--- config.mk ---
export PLATFORM = sky130hd
export DESIGN_NAME = i2s_dac_tx
export DESIGN_NICKNAME = d
export VERILOG_FILES = /design/src/rtl/i2s_dac_tx.sv
export SDC_FILE = /design/constraint.sdc
export NUM_CORES = 1
export LEC_CHECK = 0
export CORE_MARGIN = 3
export CORE_UTILIZATION = 60
export CTS_BUF_LIST = sky130_fd_sc_hd__clkbuf_8
export CTS_CLUSTER_DIAMETER = 150
export DETAILED_ROUTE_END_ITERATION = 8
export GPL_TIMING_DRIVEN = 1
export PLACE_DENSITY = 0.9
export SLEW_MARGIN = 10
export SYNTH_ARGS = -nofsm -noshare
export SYNTH_HDL_FRONTEND = slang
export SYNTH_SLANG_ARGS = --single-unit
export TNS_END_PERCENT = 1
--- constraint.sdc ---
create_clock -name clk -period 9 [get_ports clk]
set_clock_uncertainty 0.15 [all_clocks]
set_input_delay 1.35 -clock clk [delete_from_list [all_inputs] [get_ports clk]]
set_output_delay 1.35 -clock clk [all_outputs]
set_load 0.02 [all_outputs]
--- src/rtl/i2s_dac_tx.sv ---
// I2S transmitter: pairs mixer beats into stereo words, buffers them in a small
// FIFO and serialises them in Philips I2S format with 32 BCLK slots per channel.
module i2s_dac_tx #(
    parameter int AUDIO_WIDTH_P = 24,
    parameter int FIFO_DEPTH_P  = 4,
    parameter int BCLK_HALF_P   = 20
) (
    input  logic                          clk,
    input  logic                          rst_n,
    input  logic [AUDIO_WIDTH_P-1:0]      dac_data,
    input  logic                          dac_valid,
    output logic                          dac_ready,
    input  logic                          dac_last,
    output logic                          i2s_bclk,
    output logic                          i2s_lrclk,
    output logic                          i2s_sdata,
    output logic                          frame_strobe,
    input  logic                          cmd_clear_status,
    output logic [15:0]                   sr_underrun_cnt,
    output logic                          sr_framing_error,
    output logic [$clog2(FIFO_DEPTH_P):0] sr_fifo_level
);
    localparam int AW = $clog2(FIFO_DEPTH_P);
    localparam int LW = AW + 1;
    localparam int CW = $clog2(BCLK_HALF_P);
    localparam int IW = $clog2(AUDIO_WIDTH_P + 1);
    localparam int PW = 2 * AUDIO_WIDTH_P;

    typedef enum logic {EXPECT_L, EXPECT_R} asm_state_e;

    asm_state_e               asm_q;
    logic [AUDIO_WIDTH_P-1:0] left_q;
    logic [PW-1:0]            mem_q [FIFO_DEPTH_P];
    logic [AW-1:0]            wr_ptr_q, rd_ptr_q;
    logic [LW-1:0]            level_q, level_d;
    logic                     dac_ready_q;

    logic [CW-1:0]            div_q;
    logic                     bclk_q, lrclk_q, sdata_q, strobe_q, started_q;
    logic [5:0]               bit_cnt_q;
    logic [AUDIO_WIDTH_P-1:0] play_l_q, play_r_q;

    logic [15:0]              underrun_q;
    logic                     framing_q;

    logic                     beat, push, pop, fifo_empty;
    logic                     div_tc, bclk_fall, boundary;
    logic                     framing_set, underrun_inc;
    logic [5:0]               bit_nxt;
    logic [4:0]               slot_pos;
    logic [IW-1:0]            sd_idx;
    logic [AUDIO_WIDTH_P-1:0] word_sel;
    logic                     sdata_d;

    assign beat       = dac_valid && dac_ready_q;
    assign push       = beat && (asm_q == EXPECT_R) && dac_last;
    assign fifo_empty = (level_q == '0);

    assign div_tc    = (div_q == CW'(BCLK_HALF_P - 1));
    assign bclk_fall = div_tc && bclk_q;
    assign boundary  = bclk_fall && (bit_cnt_q == 6'd63);
    // Pop decision uses the pre-push level: a pair arriving in the boundary
    // cycle is never bypassed into the frame that is starting.
    assign pop       = boundary && !fifo_empty;

    assign framing_set  = beat && (((asm_q == EXPECT_L) && dac_last) ||
                                   ((asm_q == EXPECT_R) && !dac_last));
    assign underrun_inc = boundary && fifo_empty && started_q;

    always_comb begin
        level_d = level_q;
        if (push && !pop)
            level_d = level_q + LW'(1);
        else if (pop && !push)
            level_d = level_q - LW'(1);
    end

    // Serial bit for the slot position the pins move to on this falling edge.
    assign bit_nxt  = bit_cnt_q + 6'd1;
    assign slot_pos = bit_nxt[4:0];
    assign word_sel = bit_nxt[5] ? play_r_q : play_l_q;
    assign sd_idx   = IW'(AUDIO_WIDTH_P - int'(slot_pos));

    always_comb begin
        sdata_d = 1'b0;
        if ((slot_pos != 5'd0) && (slot_pos <= 5'(AUDIO_WIDTH_P)))
            sdata_d = word_sel[sd_idx];
    end

    always_ff @(posedge clk) begin
        if (push)
            mem_q[wr_ptr_q] <= {left_q, dac_data};
    end

    always_ff @(posedge clk or negedge rst_n) begin
        if (!rst_n) begin
            asm_q       <= EXPECT_L;
            left_q      <= '0;
            wr_ptr_q    <= '0;
            rd_ptr_q    <= '0;
            level_q     <= '0;
            dac_ready_q <= 1'b0;
            div_q       <= '0;
            bclk_q      <= 1'b0;
            bit_cnt_q   <= 6'd63;
            lrclk_q     <= 1'b0;
            sdata_q     <= 1'b0;
            strobe_q    <= 1'b0;
            started_q   <= 1'b0;
            play_l_q    <= '0;
            play_r_q    <= '0;
            underrun_q  <= '0;
            framing_q   <= 1'b0;
        end else begin
            level_q     <= level_d;
            dac_ready_q <= (level_d < LW'(FIFO_DEPTH_P));
            if (push)
                wr_ptr_q <= wr_ptr_q + AW'(1);
            if (pop)
                rd_ptr_q <= rd_ptr_q + AW'(1);

            if (beat) begin
                case (asm_q)
                    EXPECT_L: begin
                        if (!dac_last) begin
                            left_q <= dac_data;
                            asm_q  <= EXPECT_R;
                        end
                    end
                    EXPECT_R: begin
                        if (dac_last)
                            asm_q <= EXPECT_L;
                        else
                            left_q <= dac_data;
                    end
                    default: asm_q <= EXPECT_L;
                endcase
            end

            div_q    <= div_tc ? '0 : div_q + CW'(1);
            bclk_q   <= bclk_q ^ div_tc;
            strobe_q <= boundary;
            if (bclk_fall) begin
                bit_cnt_q <= bit_nxt;
                lrclk_q   <= bit_nxt[5];
                sdata_q   <= sdata_d;
            end

            if (boundary) begin
                if (!fifo_empty) begin
                    {play_l_q, play_r_q} <= mem_q[rd_ptr_q];
                    started_q            <= 1'b1;
                end else begin
                    play_l_q <= '0;
                    play_r_q <= '0;
                end
            end

            if (cmd_clear_status) begin
                underrun_q <= '0;
                framing_q  <= 1'b0;
            end else begin
                if (underrun_inc && (underrun_q != 16'hFFFF))
                    underrun_q <= underrun_q + 16'd1;
                if (framing_set)
                    framing_q <= 1'b1;
            end
        end
    end

    assign dac_ready        = dac_ready_q;
    assign i2s_bclk         = bclk_q;
    assign i2s_lrclk        = lrclk_q;
    assign i2s_sdata        = sdata_q;
    assign frame_strobe     = strobe_q;
    assign sr_underrun_cnt  = underrun_q;
    assign sr_framing_error = framing_q;
    assign sr_fifo_level    = level_q;

endmodule

==> flow_metrics.env, run 1 <==
export IMPL_status="finished clean"
export IMPL_maxCapViolCount=0
export IMPL_clkLatencyLatePin_ps=570
export IMPL_overflow=0
export IMPL_grt_max_degree=62
export IMPL_cts_setup_buffers=0
export IMPL_wl_per_cell_um=20.7
export IMPL_required_ps=9300
export IMPL_placedCellCount=1037
export IMPL_tns_ps=0
export IMPL_track_usage=0.219
export IMPL_cp_data_arrival_time_ps=4660
export IMPL_grt_pass1_wl_um=38600
export IMPL_max_freq_ghz=0.229
export IMPL_tritoncts="yes"
export IMPL_io_buffers=53
export IMPL_die_x_um=150
export IMPL_period_share=0.485
export IMPL_htree_levels=2
export IMPL_final_min_clock_period_ps=4370
export IMPL_grt_pass1_vias=7257
export IMPL_irDropWorstVdd_v=0.000152
export IMPL_ant_nets=0
export IMPL_cpMostUsedCell="ha_1"
export IMPL_power_leakage_nw=5.08
export IMPL_clkTransAtPathRegs_ps=60
export IMPL_syn_avg_cell_area_um2=16.6
export IMPL_synth_warnings=0
export IMPL_via_count=6881
export IMPL_syn_to_final_growth_pct=13.3
export IMPL_holdCritPathClass="reg2reg"
export IMPL_final_cell_mix="edfxtp_1 (192), dfrtp_1 (106), clkbuf_8 (53)"
export IMPL_synth_ff_type="edfxtp_1"
export IMPL_ys_ff_latch=306
export IMPL_die_h_um=150
export IMPL_slowest_delay_ps=670
export IMPL_gp_congestion=0.894
export IMPL_path_cells="ha_1 > nor4bb_1 > ha_1 > and4_1 > nand2_1 > buf_4 > inv_2 > nand2b_1 > inv_2 > ha_1 > nand2_1 > nor2_1 > a21oi_1 > xnor2_1 > inv_1"
export IMPL_clock_root_buffer="clkbuf_8"
export IMPL_ys_async_sr_fraction=0.373
export IMPL_maxSlewViolCount=0
export IMPL_start_kind="flip-flop"
export IMPL_finalSetupViolCount=0
export IMPL_nNetsFinal=858
export IMPL_yosysUniqueCellTypes=63
export IMPL_drc=0
export IMPL_hold_viol_final=0
export IMPL_stdcell_count=1123
export IMPL_worstSetupPathType="reg2reg"
export IMPL_clock_sinks=306
export IMPL_netlist_instances=751
export IMPL_wl_um=23300
export IMPL_ys_seq_area_frac=0.691
export IMPL_cp_slowest_cell="inv_2"
export IMPL_diodes=0
export IMPL_post_cts_resized=0
export IMPL_drive_gt1_frac=0.204
export IMPL_hpwl_um=13700
export IMPL_clockBufferDepth=3
export IMPL_rsz0062_at_grt="false"
export IMPL_antenna_found_initial=0
export IMPL_synth_net_count=793
export IMPL_n_fill_cell=1259
export IMPL_tightest_slew_ps=1000
export IMPL_drtIter0Drc=726
export IMPL_ioPinCount=54
export IMPL_maxSlewHeadroom=0.330
export IMPL_fp_dieArea_mm2=0.0226
export IMPL_cts_made_buffers=47
export IMPL_synth_edf_count=192
export IMPL_routed_via_density=6.13
export IMPL_cts_hold_fix_buffers=0
export IMPL_dr_pass1_iters=5
export IMPL_pwr_density_cell_mw_per_mm2=215
export IMPL_core_area_mm2=0.0203
export IMPL_final_common_cell="edfxtp_1"
export IMPL_rows=52
export IMPL_cp_max_fo=50
export IMPL_start_util=0.615
export IMPL_syn_cell_area_mm2=0.0125
export IMPL_setup_worst_path_end_class="flip-flop"
==> cells in the mapped netlist (3+ instances only) <==
master / count / area share
a2111oi_0: 3 / 0.0021
a211oi_1: 7 / 0.0042
a21oi_1: 16 / 0.0064
a22o_1: 48 / 0.034
a31oi_1: 4 / 0.0020
and2_1: 5 / 0.0025
and3_1: 3 / 0.0015
buf_1: 5 / 0.0015
buf_2: 14 / 0.0056
clkbuf_1: 22 / 0.0066
dfrtp_1: 108 / 0.22
dfstp_2: 6 / 0.013
edfxtp_1: 192 / 0.46
ha_1: 13 / 0.013
inv_1: 13 / 0.0039
mux2_2: 26 / 0.023
mux2i_1: 11 / 0.0088
mux4_2: 48 / 0.087
nand2_1: 30 / 0.0090
nand2b_1: 8 / 0.0040
nand3_1: 13 / 0.0052
nand4_1: 5 / 0.0025
nor2_1: 30 / 0.0090
nor2b_1: 7 / 0.0035
nor3_1: 9 / 0.0036
nor3b_1: 4 / 0.0024
nor4_2: 3 / 0.0030
nor4bb_1: 3 / 0.0024
o21ai_0: 14 / 0.0056
or4_1: 7 / 0.0042
xnor2_1: 22 / 0.015
xor2_1: 9 / 0.0063
==> worst max-delay path: cells and delay by family (launching register included) <==
kind	cells	cell delay, ps
AOI/OAI and AO/OA	1	60
xor gates and xnor gates	1	170
adders and majority gates	3	1110
buffers and inverters	4	1150
DFF	1	390
and+or+nand+nor	6	1230
==> cells by family (layout without fill, tap and decap cells) <==
| group | count (synthesis) | count (layout) | synth area share |
|---|---|---|---|
| DFF | 306 | 306 | 0.691 |
| and+or+nand+nor | 142 | 142 | 0.0631 |
| AOI/OAI and AO/OA | 115 | 115 | 0.0714 |
| muxes | 85 | 85 | 0.119 |
| buffers and inverters | 59 | 161 | 0.0204 |
| xor gates and xnor gates | 31 | 31 | 0.0218 |
| adders and majority gates | 13 | 13 | 0.0130 |
==> state kept, by name, indices dropped and copies added (netlist names) <==
signal            cells
wr_ptr_q              2
rd_ptr_q              2
left_q               24
play_l_q             24
mem_q               192
asm_q                 1
frame_strobe          1
bit_cnt_q             6
i2s_sdata             1
div_q                 5
sr_underrun_cnt      16
i2s_bclk              1
i2s_lrclk             1
sr_framing_error      1
dac_ready             1
started_q             1
play_r_q             24
sr_fifo_level         3
==> path summary, 6_finish.rpt <==
check	to	slack [ps]	cells after the start	start
min in group asynchronous	asm_q$_DFFE_PN0P_	730	1	rst_n
setup / recovery	dac_ready$_DFF_PN0_	4630	15	div_q[0]$_DFF_PN0_
max in group asynchronous	rd_ptr_q[1]$_DFFE_PN0P_	6730	2	rst_n
hold reg to reg	started_q$_DFFE_PN0P_	350	1	started_q$_DFFE_PN0P_
setup reg to reg	dac_ready$_DFF_PN0_	4630	15	div_q[0]$_DFF_PN0_
hold / removal	started_q$_DFFE_PN0P_	350	1	started_q$_DFFE_PN0P_
==> stage by stage <==
| stage | utilization | hold slack, ps | instance area (um^2) | setup WS [ps] | total power [mW] |
|---|---|---|---|---|---|
| CTS | 0.696 | 356 | 14100 | 4610 | 3.07 |
| global route | 0.696 | 369 | 14100 | 4250 | 3.17 |
| finish | 0.696 | 354 | 14100 | 4630 | 3.04 |
| floorplan | - | 283 | 12500 | 5590 | 1.86 |
| global placement | 0.651 | 294 | 13200 | 4870 | 1.94 |
| detailed placement | 0.651 | 307 | 13200 | 4700 | 1.96 |
==> power breakdown <==
part           switching, mW  total (mW)  leakage, nW  internal, mW
registers             0.0777        1.74         3.22          1.66
clock network          0.511        1.11        0.538         0.599
logic                  0.106       0.195         1.32        0.0889
==> per-layer routing <==
| metal | global-route usage | vias to the layer above | wire length (um) |
|---|---|---|---|
| li1 | - | 3068 | - |
| met1 | 0.297 | 3492 | 9540 |
| met2 | 0.359 | 260 | 11700 |
| met3 | 0.0379 | 61 | 1380 |
| met4 | 0.0892 | 0 | 674 |
| met5 | 0 | - | 0 |
==> area by class of cell <==
cell class	instances	area [um^2]	area share
clock buffer	53	729	0.0516
clock inverter	33	195	0.0138
inverter	15	56.3	0.00398
multi-input combinational	386	3600	0.255
sequential	306	8630	0.611
tap	270	338	0.0239
timing repair buffer	60	581	0.0411
Note: power is estimated with default switching activity, not from simulation.
==> run 2, diff against run 1 <==
clock period = 4.5 ns   (was 9 ns; I/O delays follow)
==> flow_metrics.env, run 2 (same netlist as run 1, synthesis figures left out) <==
export IMPL_status="finished clean"
export IMPL_p_total_mw=6.19
export IMPL_final_util=0.702
export IMPL_tightest_slew_ps=1050
export IMPL_fp_dieArea_mm2=0.0226
export IMPL_clockBufferDepth=3
export IMPL_path_depth=14
export IMPL_holdCritPathClass="in2async"
export IMPL_final_cell_mix="edfxtp_1 (192), dfrtp_1 (106), clkbuf_8 (57)"
export IMPL_irDropWorstVdd_v=0.000332
export IMPL_rows=52
export IMPL_maxSlewViolCount=0
export IMPL_critPathLaunch="div_q[0]$_DFF_PN0_"
export IMPL_worstSetupPathType="reg2reg"
export IMPL_power_leakage_nw=5.11
export IMPL_dr_pass1_iters=5
export IMPL_maxCapViolCount=0
export IMPL_cts_made_buffers=45
export IMPL_fin_hold_ws_ps=66.1
export IMPL_p_switching_mw=1.41
export IMPL_stdcell_count=1126
export IMPL_via_count=7024
export IMPL_start_kind="flip-flop"
export IMPL_overflow=0
export IMPL_cp_max_fo=24
export IMPL_place_ws_ps=717
export IMPL_comb_power_share=0.065
export IMPL_setup_worst_path_end_class="flip-flop"
export IMPL_period_share=0.846
export IMPL_cp_data_arrival_time_ps=4090
export IMPL_cp_num_buf_inv=3
export IMPL_max_freq_ghz=0.263
export IMPL_maxSlewHeadroom=0.302
export IMPL_pwr_density_cell_mw_per_mm2=434
export IMPL_clkLatencyLatePin_ps=550
export IMPL_diodes=0
export IMPL_cts_hold_fix_buffers=0
export IMPL_regMostFlops="mem_q"
export IMPL_largest_reg_flops=192
export IMPL_antenna_found_initial=0
export IMPL_track_usage=0.230
export IMPL_nNetsFinal=861
export IMPL_finalInstanceArea_mm2=0.0143
export IMPL_layout_setup_ws_ps=693
export IMPL_drtIter0Drc=648
export IMPL_core_area_mm2=0.0203
export IMPL_routed_via_density=6.24
export IMPL_syn_to_final_growth_pct=14.2
export IMPL_post_cts_resized=0
export IMPL_hpwl_um=15300
export IMPL_gp_congestion=0.891
export IMPL_die_h_um=150
export IMPL_placedCellCount=1042
export IMPL_p_int_mw=4.78
export IMPL_slowest_delay_ps=630
export IMPL_grt_pass1_wl_um=40000
export IMPL_io_buffers=53
export IMPL_reg2reg_depth=14
export IMPL_tritoncts="yes"
export IMPL_tns_ps=0
export IMPL_switching_share=0.228
export IMPL_seqPwrFrac=0.562
export IMPL_required_ps=4790
export IMPL_clkTransAtPathRegs_ps=70
export IMPL_wl_um=24800
export IMPL_drc=0
export IMPL_rsz0062_at_grt="false"
export IMPL_ant_nets=0
export IMPL_clock_sinks=306
export IMPL_n_fill_cell=1245
export IMPL_clock_root_buffer="clkbuf_8"
export IMPL_r2r_start="div_q[0]$_DFF_PN0_"
export IMPL_drive_gt1_frac=0.222
export IMPL_final_common_cell="edfxtp_1"
export IMPL_cpMostUsedCell="ha_1"
export IMPL_hold_viol_final=0
export IMPL_start_util=0.615
export IMPL_cts_setup_buffers=0
export IMPL_grt_max_degree=67
export IMPL_final_min_clock_period_ps=3810
export IMPL_htree_levels=2
export IMPL_ioPinCount=54
export IMPL_finalSetupViolCount=0
export IMPL_wl_per_cell_um=22.0
export IMPL_die_x_um=150
export IMPL_p_clk_frac=0.373
export IMPL_critPathTopFamily="simple AND/OR/NAND/NOR gates"
export IMPL_placed_cell_area_mm2=0.0133
export IMPL_cp_slowest_cell="nor4bb_1"
export IMPL_grt_pass1_vias=7232
export IMPL_path_cells="ha_1 > nor4bb_1 > ha_1 > and4_1 > nand2_1 > inv_2 > nand2b_1 > inv_2 > ha_1 > nand2_1 > nor2_1 > a21oi_1 > xnor2_1 > inv_1"
[run 2: cell count changes in the layout (fill, tap and decap cells not counted)]
cell / delta
clkinv_2: +6
clkbuf_8: +4
clkinv_1: -1
inv_6: +1
buf_12: +3
inv_1: -12
buf_4: +2
[run 2: final timing paths]
path                                      endpoint  slack [ps]
max                            dac_ready$_DFF_PN0_         690
min                              asm_q$_DFFE_PN0P_          70
max reg2reg                    dac_ready$_DFF_PN0_         690
min reg2reg                     div_q[0]$_DFF_PN0_         320
max in group asynchronous  rd_ptr_q[1]$_DFFE_PN0P_        3200
min in group clk                div_q[0]$_DFF_PN0_         320
[run 2: worst register-to-register path, cell delays in order (launching register included)]
cell	delay, ps
dfrtp_1	370
ha_1	230
nor4bb_1	630
ha_1	560
and4_1	310
nand2_1	110
inv_2	90
nand2b_1	130
inv_2	410
ha_1	270
nand2_1	60
nor2_1	80
a21oi_1	60
xnor2_1	180
inv_1	50
[run 2: power groups by stage]
| stage | Combinational [mW] | Sequential (mW) | Clock [mW] |
|---|---|---|---|
| after CTS | 0.409 | 3.48 | 2.35 |
| after global routing | 0.440 | 3.51 | 2.49 |
| after detailed placement | 0.406 | 3.53 | 0 |
| after floorplan | 0.217 | 3.49 | 0 |
| final | 0.401 | 3.48 | 2.31 |
| after global placement | 0.386 | 3.50 | 0 |
[run 2: area by class of cell]
type	instances	area [um^2]	share of cell area
multi-input cells	386	3600	0.253
flip-flops and latches	306	8630	0.606
well taps	270	338	0.0237
inverters	15	56.3	0.00395
clock inverters	27	185	0.0130
repair buffers	65	656	0.0460
clock buffers	57	785	0.0550
[run 2: layer usage]
layer  vias to the layer above  track usage  part of all wire
met5                         -            0                 0
met4                         0       0.0810             0.029
met3                        65       0.0521             0.069
met2                       326        0.372              0.50
met1                      3565        0.314              0.40
li1                       3068            -                 -
